`config.mk`:
```
export PLATFORM = sky130hd
export DESIGN_NAME = sobel_edge_filter
export DESIGN_NICKNAME = d
export VERILOG_FILES = /design/src/rtl/sobel_edge_filter.sv
export SDC_FILE = /design/constraint.sdc
export NUM_CORES = 1
export LEC_CHECK = 0
export CORE_MARGIN = 1.5
export CORE_UTILIZATION = 35
export DETAILED_ROUTE_END_ITERATION = 16
export SYNTH_ARGS = -nofsm -noshare
export SYNTH_HDL_FRONTEND = slang
export SYNTH_SLANG_ARGS = --single-unit
```
`constraint.sdc`:
```
create_clock -name clk -period 4.3 [get_ports clk]
set_clock_uncertainty 0.1 [all_clocks]
set_input_delay 1.075 -clock clk [delete_from_list [all_inputs] [get_ports clk]]
set_output_delay 1.075 -clock clk [all_outputs]
set_load 0.02 [all_outputs]
```
`src/rtl/sobel_edge_filter.sv`:
```
// Sobel edge detector: converts three buffered RGB444 rows to gray, keeps a 3x3 window and
// emits a thresholded edge pixel three clocks later, with line/frame markers carried along.
module sobel_edge_filter #(
  parameter int WIDTH  = 640,
  parameter int THRESH = 120
) (
  input  logic        clk,
  input  logic        rst,
  input  logic        in_valid,
  input  logic        in_line_start,
  input  logic        in_frame_start,
  input  logic [11:0] row0_pixel,
  input  logic [11:0] row1_pixel,
  input  logic [11:0] row2_pixel,
  output logic [11:0] pixel_out,
  output logic        out_valid,
  output logic        out_line_start,
  output logic        out_frame_start
);

  localparam int            CW       = $clog2(WIDTH + 1);
  localparam logic [CW-1:0] C_WIDTH  = CW'(WIDTH);
  localparam logic [8:0]    C_THRESH = 9'(THRESH);

  function automatic logic [5:0] gray_of(input logic [11:0] p);
    return {2'b00, p[11:8]} + {1'b0, p[7:4], 1'b0} + {2'b00, p[3:0]};
  endfunction

  // Operand is a two's-complement 9-bit gradient in -240..240.
  function automatic logic [8:0] abs9(input logic [8:0] v);
    return v[8] ? (9'd0 - v) : v;
  endfunction

  logic [5:0]    r_win [0:2][0:2];
  logic [CW-1:0] r_col_cnt;
  logic [1:0]    r_row_cnt;
  logic          r_v1, r_blank1, r_ls1, r_fs1;
  logic          r_v2, r_blank2, r_ls2, r_fs2;
  logic [8:0]    r_gx, r_gy;

  logic [CW-1:0] w_idx, w_col_nxt;
  logic [1:0]    w_row_nxt;
  logic          w_blank;
  logic [8:0]    w_sum_r, w_sum_l, w_sum_b, w_sum_t;
  logic [8:0]    w_mag;

  // Column index of the incoming pixel and next column/row counter values.
  always_comb begin
    w_idx     = r_col_cnt;
    w_col_nxt = r_col_cnt;
    w_row_nxt = r_row_cnt;
    if (in_line_start) begin
      w_idx     = {CW{1'b0}};
      w_col_nxt = CW'(1);
    end else if (r_col_cnt < C_WIDTH) begin
      w_col_nxt = r_col_cnt + CW'(1);
    end else begin
      w_col_nxt = C_WIDTH;
    end
    if (in_frame_start) begin
      w_row_nxt = 2'd0;
    end else if (in_line_start && (r_row_cnt < 2'd2)) begin
      w_row_nxt = r_row_cnt + 2'd1;
    end else begin
      w_row_nxt = r_row_cnt;
    end
    w_blank = (w_idx < CW'(2)) || (w_row_nxt < 2'd2);
  end

  // Stage 1: window shift, counters and per-pixel control bits.
  always_ff @(posedge clk or negedge rst) begin
    if (!rst) begin
      for (int r = 0; r < 3; r++) begin
        for (int c = 0; c < 3; c++) begin
          r_win[r][c] <= 6'd0;
        end
      end
      r_col_cnt <= {CW{1'b0}};
      r_row_cnt <= 2'd0;
      r_v1      <= 1'b0;
      r_blank1  <= 1'b0;
      r_ls1     <= 1'b0;
      r_fs1     <= 1'b0;
    end else begin
      r_v1     <= in_valid;
      r_blank1 <= w_blank;
      r_ls1    <= in_valid & in_line_start;
      r_fs1    <= in_valid & in_frame_start;
      if (in_valid) begin
        for (int r = 0; r < 3; r++) begin
          r_win[r][0] <= r_win[r][1];
          r_win[r][1] <= r_win[r][2];
        end
        r_win[0][2] <= gray_of(row0_pixel);
        r_win[1][2] <= gray_of(row1_pixel);
        r_win[2][2] <= gray_of(row2_pixel);
        r_col_cnt   <= w_col_nxt;
        r_row_cnt   <= w_row_nxt;
      end
    end
  end

  // Weighted column/row sums; differences wrap correctly into 9-bit two's complement.
  always_comb begin
    w_sum_r = {3'b000, r_win[0][2]} + {2'b00, r_win[1][2], 1'b0} + {3'b000, r_win[2][2]};
    w_sum_l = {3'b000, r_win[0][0]} + {2'b00, r_win[1][0], 1'b0} + {3'b000, r_win[2][0]};
    w_sum_b = {3'b000, r_win[2][0]} + {2'b00, r_win[2][1], 1'b0} + {3'b000, r_win[2][2]};
    w_sum_t = {3'b000, r_win[0][0]} + {2'b00, r_win[0][1], 1'b0} + {3'b000, r_win[0][2]};
  end

  // Stage 2: gradients.
  always_ff @(posedge clk or negedge rst) begin
    if (!rst) begin
      r_gx     <= 9'd0;
      r_gy     <= 9'd0;
      r_v2     <= 1'b0;
      r_blank2 <= 1'b0;
      r_ls2    <= 1'b0;
      r_fs2    <= 1'b0;
    end else begin
      r_gx     <= w_sum_r - w_sum_l;
      r_gy     <= w_sum_b - w_sum_t;
      r_v2     <= r_v1;
      r_blank2 <= r_blank1;
      r_ls2    <= r_ls1;
      r_fs2    <= r_fs1;
    end
  end

  assign w_mag = abs9(r_gx) + abs9(r_gy);

  // Stage 3: magnitude compare and registered outputs.
  always_ff @(posedge clk or negedge rst) begin
    if (!rst) begin
      pixel_out       <= 12'h000;
      out_valid       <= 1'b0;
      out_line_start  <= 1'b0;
      out_frame_start <= 1'b0;
    end else begin
      pixel_out       <= (r_v2 && !r_blank2 && (w_mag >= C_THRESH)) ? 12'hFFF : 12'h000;
      out_valid       <= r_v2;
      out_line_start  <= r_ls2;
      out_frame_start <= r_fs2;
    end
  end

endmodule
```
==> impl_metrics.ini <==
[setup_path]
r2r_cells = 14
crit_fanout = 3
start_kind = flop
worstSetupEndpointType = flop
worstSetupPathType = flop to flop
critPathArrivalTime_ns = 3.92
critical_path_required_ns = 4.44

[clocking]
cts.sinks = 96
ctsRootBufferMaster = clkbuf_16
clkTransAtPathRegs_ns = 0.08
cts_hold_buf = 0
tritoncts = done
cts.path.max_buffers = 2
clk_latency_ns = 0.35
htree_levels = 3
post_cts_buffers = 0
cts_resized = 0
cts_made_buffers = 9

[synthesis]
async_flop_share = 1.00
synthMuxAreaShare = 0.0433
synth_edf_count = 0
synth_fa_ha_area_frac = 0.274
synth_nets = 753
ys_ff_latch = 96
yosys.area_share.simple = 0.0726
synth_cell_types = 43
seq_area_frac_synth = 0.375
syn_inst = 607
syn-cell-area_mm2 = 0.00641
synth_top_family_by_area = adder cells
yosys_warnings = 0
synth_compound_area_frac = 0.0940
synthFlopType = dfrtp_1
syn_avg_cell_area_um2 = 10.6
synth_xor_area_frac = 0.0492

[floorplanning]
initial_core_util = 0.357
pin_count = 56
die_h_um = 138
rows = 49
core_area_mm2 = 0.0180
die_w_um = 138
dieArea_mm2 = 0.0191

[global_routing]
first_global_vias = 4415
grt_pass1_wl_um = 20400
antenna_found_initial = 0
grt_usage = 0.130
grt_max_degree = 69
grt.overflow.total = 0

[finish]
diodes = 0
area_delta_synth_final_pct = 16.2
nets = 796
layout-drive-gt1-share = 0.0687

[sta]
tightestPinTransition_ns = 0.698
hold_viol = 0
slew_headroom = 0.535
rsz0062_at_grt = false
final_max_slew_viol_count = 0
max_freq_mhz = 264
timing.final.crit_share = 0.880
setup_tns_ns = 0
setup_violations = 0
min_period_ns = 3.78

[route]
wirelength_um = 11500
drt_pass1_iterations = 4
vias_per_cell = 4.68
vias = 4135
drc_errors = 0
postRouteAntennaNets = 0
detailedRoute.firstIterationViolations = 163
wire_per_inst_um = 13.0

[status]
outcome = complete, no violations

[min_path]
hp-class = flop to flop
min_path_cells = 0

[placement]
hpwlAfterDp_um = 9290
portBuffers = 55
globalplace.congestion = 0.795

[flow_run]
maxCapViolations = 0
placed cells by master, fill, tap and decap left out, drive strengths merged, types with 4 or more instances in the layout:
cell type	count
dfrtp	96
mux2	22
nand2b	6
o21bai	6
nand3	9
a21o	12
xnor2	32
clkdlybuf4s50	53
clkbuf	9
ha	46
nor2	17
a21oi	24
o21ai	44
xor2	4
a211oi	4
buf	4
nand2	41
inv	126
fa	59
cell usage after synthesis (4+ instances only):
master    instances  area [um2]
inv_1           122         458
nor2_1           17        63.8
ha_1             46         576
o21ai_0          44         220
buf_4            11        82.6
a211oi_1          4        30.0
o21bai_1          6        45.0
a21o_1           12        90.1
fa_1             59        1180
a21oi_1          24         120
xor2_1            4        35.0
mux2_2           22         248
nand2_1          41         154
dfrtp_1          96        2400
nand2b_1          6        37.5
xnor2_1          32         280
nand3_1           9        45.0
clkbuf_1         13        48.8
cell type report:
cell class                 count  area, um2
clock buffer                   9        225
multi-input combinational    364       3420
timing repair buffer          57        583
fill                        1714      10500
tap                          229        287
sequential                    96       2400
inverter                     122        458
clock inverter                 7       81.3
worst max-delay path, cell delays in order, from the launching register on:
cell,delay [ns]
dfrtp_1,0.34
inv_1,0.10
fa_1,0.55
inv_1,0.05
fa_1,0.47
inv_1,0.05
fa_1,0.58
inv_1,0.06
ha_1,0.29
a21o_1,0.18
a21oi_1,0.23
o21bai_1,0.09
a21oi_1,0.24
nor2_1,0.08
a211oi_1,0.25
routing by layer:
metal  global-route usage  up-vias  routed length (um)
met5                    0        -                   0
met4               0.0404        0                 216
met3               0.0260       12                 273
met2                0.221       61                5680
met1                0.167     2061                5300
li1                     -     2001                   -
registers in the layout (all words and copies together) (netlist names):
register,count
r_ls1,1
r_v2,1
r_gy,9
r_ls2,1
r_fs1,1
r_row_cnt,2
out_frame_start,1
r_blank2,1
pixel_out,1
out_valid,1
out_line_start,1
r_col_cnt,10
r_gx,9
r_fs2,1
r_v1,1
r_blank1,1
r_win,54
logic make-up (layout without fill, tap and decap cells):
logic type      count (synthesis)  after routing
buf+inv                       147            195
fa+ha+maj                     105            105
mux                            25             25
simple gates                   96             96
xor+xnor                       36             36
flops                          96             96
compound gates                102            102
through the flow:
stage	hold slack, ns	setup slack, ns	util	area (um2)	cells
5_1_grt	0.260	0.317	0.415	7450	884
2_1_floorplan	0.231	0.834	-	6410	607
3_3_place_gp	0.232	0.667	0.398	7150	868
4_1_cts	0.256	0.511	0.415	7450	884
3_5_place_dp	0.236	0.520	0.398	7150	868
6_report	0.252	0.515	0.415	7450	884
final timing paths:
path | end | slack [ns] | start
setup reg to reg | r_gx[8] | 0.52 | r_win[2]
hold reg to reg | out_frame_start | 0.25 | r_fs2
min in group asynchronous | out_frame_start | 0.61 | rst
hold / removal | out_frame_start | 0.25 | r_fs2
setup / recovery | r_gx[8] | 0.52 | r_win[2]
max in group asynchronous | r_win[40] | 2.81 | rst
Power is left out: the tool's default activity adds up to more than one toggle a clock period on the data nets, which glitch-free logic cannot reach.
